--- src/rtl/smm_pkg.sv ---
`default_nettype none
// ---------------------------------------------------------------------------
// smm_pkg : shared lane geometry and state encodings for the Strassen datapath
// rev 1.0
// ---------------------------------------------------------------------------
package smm_pkg;

   localparam int BLOCKSIZE = 32;
   localparam int NLANES    = 4;

   localparam logic [0:0] c_acc_idle  = 1'b0;
   localparam logic [0:0] c_acc_run   = 1'b1;
   localparam logic [0:0] c_out_empty = 1'b0;
   localparam logic [0:0] c_out_full  = 1'b1;

   // Low bit of lane j in a packed tile; lane 0 sits in the LSBs.
   function automatic int lane_lo(input int lane, input int width);
      return lane * width;
   endfunction

endpackage
`default_nettype wire

--- src/rtl/smm_lane_add.sv ---
`default_nettype none
// ---------------------------------------------------------------------------
// smm_lane_add : lane-wise modular adder, no carry between lanes
// rev 1.0
// ---------------------------------------------------------------------------
module smm_lane_add
   import smm_pkg::*;
#(
   parameter int LANEW = BLOCKSIZE,
   parameter int LANES = NLANES
) (
   input  logic [LANES*LANEW-1:0] a,
   input  logic [LANES*LANEW-1:0] b,
   output logic [LANES*LANEW-1:0] sum
);

   for (genvar j = 0; j < LANES; j++) begin : g_lane
      assign sum[lane_lo(j, LANEW) +: LANEW] =
         a[lane_lo(j, LANEW) +: LANEW] + b[lane_lo(j, LANEW) +: LANEW];
   end

endmodule
`default_nettype wire

--- src/rtl/smm_tile_accum.sv ---
`default_nettype none
// ---------------------------------------------------------------------------
// smm_tile_accum : sums KTILES partial-product tiles into one output tile
// rev 1.0
// ---------------------------------------------------------------------------
module smm_tile_accum #(
   parameter int BLOCKSIZE = smm_pkg::BLOCKSIZE,
   parameter int DATAWIDTH = smm_pkg::NLANES * BLOCKSIZE,
   parameter int KTILES    = 4,
   parameter int CNTW      = 16
) (
   input  logic                 clk,
   input  logic                 rst,
   input  logic                 in_valid,
   output logic                 in_ready,
   input  logic [DATAWIDTH-1:0] in_data,
   input  logic                 flush,
   output logic                 out_valid,
   input  logic                 out_ready,
   output logic [DATAWIDTH-1:0] out_data,
   output logic [CNTW-1:0]      out_count
);
   import smm_pkg::*;

   localparam int              c_kw     = (KTILES > 1) ? $clog2(KTILES) : 1;
   localparam logic [c_kw-1:0] c_k_last = c_kw'(KTILES - 1);
   localparam logic [c_kw-1:0] c_k_one  = c_kw'(1);

   logic [DATAWIDTH-1:0] r_acc;
   logic [DATAWIDTH-1:0] r_out_data;
   logic [DATAWIDTH-1:0] w_acc_base;
   logic [DATAWIDTH-1:0] w_sum;
   logic [c_kw-1:0]      r_k_cnt;
   logic [CNTW-1:0]      r_out_count;
   logic [0:0]           w_acc_state;
   logic [0:0]           r_out_state;
   logic [0:0]           w_out_state_nxt;
   logic                 w_last;
   logic                 w_accept;
   logic                 w_done;
   logic                 w_out_hs;

   // An idle accumulator loads the incoming word rather than adding to stale data.
   assign w_acc_state = (r_k_cnt == '0) ? c_acc_idle : c_acc_run;
   assign w_acc_base  = (w_acc_state == c_acc_idle) ? '0 : r_acc;

   smm_lane_add #(
      .LANEW (BLOCKSIZE),
      .LANES (DATAWIDTH / BLOCKSIZE)
   ) u_lane_add (
      .a   (w_acc_base),
      .b   (in_data),
      .sum (w_sum)
   );

   assign w_last   = (r_k_cnt == c_k_last);
   assign in_ready = !flush && !(w_last && out_valid && !out_ready);
   assign w_accept = in_valid && in_ready;
   assign w_done   = w_accept && w_last;
   assign w_out_hs = out_valid && out_ready;

   always_ff @(posedge clk or posedge rst) begin
      if (rst) begin
         r_acc   <= '0;
         r_k_cnt <= '0;
      end else if (flush) begin
         r_acc   <= '0;
         r_k_cnt <= '0;
      end else if (w_accept) begin
         r_acc   <= w_last ? '0 : w_sum;
         r_k_cnt <= w_last ? '0 : r_k_cnt + c_k_one;
      end
   end

   always_ff @(posedge clk or posedge rst) begin
      if (rst) begin
         r_out_data  <= '0;
         r_out_count <= '0;
      end else if (w_done) begin
         r_out_data  <= w_sum;
         r_out_count <= r_out_count + 1'b1;
      end
   end

   always_ff @(posedge clk or posedge rst) begin
      if (rst) r_out_state <= c_out_empty;
      else     r_out_state <= w_out_state_nxt;
   end

   // A completion in the handshake cycle keeps the register full: no bubble.
   always_comb begin
      w_out_state_nxt = r_out_state;
      if (w_done)        w_out_state_nxt = c_out_full;
      else if (w_out_hs) w_out_state_nxt = c_out_empty;
   end

   always_comb begin
      out_valid = (r_out_state == c_out_full);
   end

   assign out_data  = r_out_data;
   assign out_count = r_out_count;

endmodule
`default_nettype wire

--- config.mk ---
export PLATFORM = sky130hd
export DESIGN_NAME = smm_tile_accum
export DESIGN_NICKNAME = d
export VERILOG_FILES = /design/src/rtl/smm_pkg.sv /design/src/rtl/smm_lane_add.sv /design/src/rtl/smm_tile_accum.sv
export SDC_FILE = /design/constraint.sdc
export NUM_CORES = 1
export LEC_CHECK = 0
export BUFFER_PORTS_ARGS = -buffer_cell sky130_fd_sc_hd__buf_2
export CORE_MARGIN = 2
export CORE_UTILIZATION = 55
export CTS_CLUSTER_DIAMETER = 40
export CTS_CLUSTER_SIZE = 16
export DETAILED_ROUTE_END_ITERATION = 8
export GPL_ROUTABILITY_DRIVEN = 0
export PLACE_DENSITY = 0.76
export SETUP_SLACK_MARGIN = 0.3
export SLEW_MARGIN = 20
export SYNTH_ARGS = -nofsm -noshare
export SYNTH_HDL_FRONTEND = slang
export SYNTH_SLANG_ARGS = --single-unit
--- constraint.sdc ---
create_clock -name clk -period 17.45 [get_ports clk]
set_input_delay 1.745 -clock clk [delete_from_list [all_inputs] [get_ports clk]]
set_output_delay 1.745 -clock clk [all_outputs]
set_load 0.005 [all_outputs]
After elaboration in Yosys (flattened, before gate mapping)
Index checks and enable logic that the tools add are counted.

storage, ports and cells
  memories kept = 0
  bits in writable memories = 0
  register bits = 275
  logic and storage cells = 33
  bits in read-only memories = 0
  bits of input ports = 133
  output and inout bits = 146
  latch bits = 0

cells by class
  add/sub/neg operators = 6
  bitwise operators = 0
  mux-type cells = 9
  reduce and logical (&&, ||, !) cells = 12
  divide/modulo/power cells = 0
  $lt $le $gt $ge = 0
  $mul = 0
  shifts and indexed selects = 0
  eq/ne operators = 1

operators with widths
  kind                     number
  $mux W128                4
  $add A32 B32 Y32         4
  $add A16 B1 Y16 const B  1
  $logic_and A1 B1 Y1      6
  $mux W2                  3
  $reduce_bool A2 Y1       2
  $logic_not A1 Y1         3
  $add A2 B1 Y2 const B    1
  $eq A2 B2 Y1 const B     1
  $logic_not A2 Y1         1
  $mux W1                  2

Logic depth before layout (Yosys ltp)
  word-level depth = 8
  mapped depth = 17
  mapped depth without buffers = 14

By module
Synthesis repeated with hierarchy kept, for this count alone.

second synthesis, totals
  cells, all modules = 1954
  area, all modules = 17628.2 µm²

by module, submodules not included
  module          area each (µm²)  cells an instance  times used  sequential area each (µm²)
  smm_tile_accum  11014.3          1056               1           6881.6
  smm_lane_add    6613.8           898                1           0.0

Least setup slack after synthesis
Ideal clock, no wire load.

  kind = in2reg
  start = input in_data[96]
  end = register r_out_data[118] (netlist: out_data[118])
  data required time = 17325 ps
  buffers on the path = 0
  slack = 13193 ps
  arrival time = 4133 ps
  stages on the path = 11
  library setup time = 125 ps
  cell sequence = ha_1 > fa_1 > a211oi_1 > nor2_1 > o21a_1 > nor2_1 > o211ai_1 > a221oi_1 > o221ai_1 > xor2_1 > mux2_2

on the way
  longest elaborated chain between the ends = 1

ends and longest elaborated chain
  item                  RTL line              source
  start, declared       smm_tile_accum.sv:16  input logic [DATAWIDTH-1:0] in_data,
  $add A32 B32 Y32      smm_lane_add.sv:19    a[lane_lo(j, LANEW) +: LANEW] + b[lane_lo(j, LANEW) +: LANEW];
  end signal, assigned  smm_tile_accum.sv:80  r_out_data <= w_sum;
  end, declared         smm_tile_accum.sv:30  logic [DATAWIDTH-1:0] r_out_data;

No other way between the ends.
A chain may end at the register's enable or synchronous reset.

Final worst setup path
  start = register r_k_cnt[0]
  end = register r_out_data[62] (netlist: out_data[62])

on the way
  longest elaborated chain between the ends = 7
  elaborated cells between the ends (all ways) = 10
  classes of those cells = 1 x add/sub; 1 x eq/ne; 1 x mux; 7 x reduce/logical

ends and longest elaborated chain
  item                                                                      RTL line              source
  start, declared                                                           smm_tile_accum.sv:33  logic [c_kw-1:0] r_k_cnt;
  start signal, assigned                                                    smm_tile_accum.sv:71  r_k_cnt <= w_last ? '0 : r_k_cnt + c_k_one;
  parallel branches: the longest is 7 deep, another holds $add A32 B32 Y32  -

Several ways; the timed one is not identified.

==> impl_metrics.py <==
metrics = {
    "layout": {
        "ff_latch_area_mm2": 0.00688,
        "area_delta_synth_final_pct": 18.2,
        "fin_area_mm2": 0.0206,
        "final_util_pct": 65.7,
        "fin_cells": 2560,
        "multiInputGateArea_mm2": 0.0102,
        "layout_common_cells": "328 x nand2_1, 278 x buf_2, 275 x dfrtp_1, 134 x nor2b_1, 126 x ha_1",
        "nNetsFinal": 2382,
        "layout-drive-gt1-share_pct": 20.0,
        "final_common_cell": "nand2_1",
        "fillers": 2596,
    },
    "critical_path": {
        "path_max_fanout": 70,
        "crit_slowest_cell": "buf_4",
        "rr_startpoint": "r_k_cnt[0]$_DFFE_PP0P_",
        "cp-start-kind": "register",
        "cp_data_arrival_time_ns": 5.21,
        "rr_endpoint": "out_data[62]$_DFFE_PP0P_",
        "crit_family": "compound AO/OA/AOI/OAI gates",
        "cpPeakStageDelay_ns": 0.77,
        "critPathRequiredTime_ns": 17.86,
        "startpoint": "r_k_cnt[0]$_DFFE_PP0P_",
        "path_cells": "inv_1 -> ha_4 -> buf_4 -> nor2b_1 -> ha_1 -> fa_1 -> a211oi_1 -> nor2_1 -> o22ai_2 -> a22oi_1 -> a31oi_2 -> o21bai_1 -> a31oi_1 -> xnor2_1 -> mux2_2",
        "r2r_slack_ns": 12.66,
        "path_buf_inv": 2,
        "end_kind": "register",
        "criticalPathCategory": "reg -> reg",
        "rr_worst_depth": 15,
        "crit_cells": 15,
    },
    "clock_network": {
        "clock_sinks": 275,
        "cts_hold_buf": 0,
        "cts_root_buf": "clkbuf_16",
        "post_cts_buffers": 0,
        "cts_repair_resize_count": 0,
        "cts_max_level": 2,
        "cts.path.max_buffers": 3,
        "path_clk_slew_ns": 0.06,
        "cts_buffers": 43,
        "clk-insertion-delay-late_ns": 0.54,
        "cts_tree": "yes",
    },
    "die": {
        "core-area_mm2": 0.0314,
        "fp.dieW_um": 182,
        "dieHeight_um": 182,
        "initial_utilization_pct": 55.6,
        "row_count": 65,
        "boundaryPins": 279,
        "die_area_mm2": 0.0332,
    },
    "placed_design": {
        "placed_area_mm2": 0.0191,
        "post-place-cells": 2475,
        "port_buffers": 278,
        "dp_hpwl_um": 31300,
    },
    "routing": {
        "wl_per_cell_um": 17.8,
        "viasPerCell": 5.81,
        "dr.pass1.iters": 7,
        "drt-initial-drc-count": 1032,
        "vias": 14900,
        "wl_um": 45500,
        "ant_nets": 0,
        "drt_drc_violations_left": 0,
    },
    "global_routing": {
        "grt_pass1_wl_um": 74800,
        "gr-total-overflow": 0,
        "grtUsageTotal_pct": 27.4,
        "grt_pass1_vias": 14900,
        "antenna_found_initial": 8,
        "grt_max_degree": 141,
    },
    "yosys": {
        "synth_seq_cells": 275,
        "synthArstFlopShare_pct": 100,
        "synth_cells": 1884,
        "yosys.cell_types.count": 79,
        "syn_area_mm2": 0.0175,
        "synth_ff_type": "dfrtp_1",
        "yosys_warnings": 0,
        "synth_edf_count": 0,
        "seq_area_frac_synth_pct": 39.4,
        "syn-num-nets": 2148,
        "syn_area_per_cell_um2": 9.27,
    },
    "timing": {
        "drv_slew": 0,
        "finalSetupViolCount": 0,
        "fin_setup_tns_ns": 0,
        "min_period_ns": 4.79,
        "fin_skew_ns": 0.0168,
        "tightestPinTransition_ns": 1.15,
        "grt_setup_unrepaired": "no",
        "max_freq_ghz": 0.209,
        "max_slew_margin_pct": 23.6,
        "hold_violations": 0,
        "finalCritPeriodShare_pct": 27.5,
    },
    "worst_hold_path": {
        "hold_start": "out_data[117]$_DFFE_PP0P_",
        "min_path_type": "reg -> reg",
        "holdPathEnd": "out_data[117]$_DFFE_PP0P_",
        "min_path_cells": 2,
    },
    "pwr": {
        "peakVddDrop_mv": 0.0838,
        "power_uw": 2070,
        "powerDensity_mw_per_mm2": 101,
        "power_leakage_uw": 0.0108,
    },
    "run": {
        "drv_cap": 0,
    },
    "run_status": {
        "status": "finished, final reports clean",
    },
}
[power by group]
part           internal, µW  total [µW]  switching [µW]  leakage, µW
combinational           181         416             235      0.00642
clock                   562         893             331     0.000732
sequential              721         766            45.0      0.00369
total                  1460        2070             611       0.0108
[sequential cells by signal, indices dropped and copies added (netlist names)]
| signal | flops |
|---|---|
| out_count | 16 |
| out_data | 128 |
| out_valid | 1 |
| r_acc | 128 |
| r_k_cnt | 2 |
[synthesized netlist by cell type, types with 11 or more instances]
master | n | area (µm²)
a211oi_1 | 12 | 90.1
a21o_1 | 77 | 578
a21oi_1 | 107 | 536
a22o_1 | 111 | 972
a31oi_1 | 21 | 131
and3_1 | 17 | 106
clkbuf_1 | 90 | 338
dfrtp_1 | 275 | 6880
ha_1 | 127 | 1590
inv_1 | 26 | 97.6
mux2_2 | 33 | 372
nand2_1 | 328 | 1230
nand2b_1 | 11 | 68.8
nand3_1 | 36 | 180
nand4_1 | 25 | 156
nor2_1 | 76 | 285
nor2b_1 | 135 | 845
nor3_1 | 17 | 85.1
o21a_1 | 14 | 105
o21ai_0 | 70 | 350
o21bai_1 | 19 | 143
xnor2_1 | 95 | 832
xor2_1 | 36 | 315
[per-stage QoR]
step | hold slack (ns) | setup WS, ns
4_1_cts | 0.469 | 12.68
2_1_floorplan | 0.442 | 8.12
3_5_place_dp | 0.457 | 12.71
6_report | 0.467 | 12.66
3_3_place_gp | 0.453 | 12.77
5_1_grt | 0.486 | 12.26
[how the worst max path moves through the flow]
stage / to / slack [ns]
CTS: out_data[62]$_DFFE_PP0P_ / 12.68
global placement: out_count[12]$_DFFE_PP0P_ / 12.77
detailed placement: out_count[12]$_DFFE_PP0P_ / 12.71
finish: out_data[62]$_DFFE_PP0P_ / 12.66
global route: out_data[60]$_DFFE_PP0P_ / 12.26
floorplan: out_count[0]$_DFFE_PP0P_ / 8.12
[final cells by class]
class	instances	area share [%]
diodes	8	0.0970
clock buffers	50	5.64
clock inverters	27	1.67
inverters	26	0.509
multi-input cells	1486	49.3
flip-flops and latches	275	33.3
well taps	402	2.44
repair buffers	286	7.03
[worst min-delay path: stages (launching register included)]
cell and delay, ns:
dfrtp_1 0.33, nand2_1 0.05, nand2_1 0.05
[layer usage]
| layer | track usage (%) | vias up | share of wire (%) |
|---|---|---|---|
| met5 | 0 | - | 0.029 |
| met4 | 9.74 | 2 | 2.7 |
| met3 | 5.85 | 95 | 6.8 |
| met2 | 44.5 | 463 | 45 |
| met1 | 36.4 | 7140 | 45 |
| li1 | - | 7178 | - |
[kinds of logic after synthesis]
group | count (synthesis) | share of synthesized area [%]
flops | 275 | 39.4
compound gates | 509 | 20.9
xor+xnor | 132 | 6.70
fa+ha+maj | 131 | 9.56
buf+inv | 123 | 2.67
mux | 39 | 2.53
simple gates | 675 | 18.3
No activity file was read; power rests on OpenSTA's default activity.
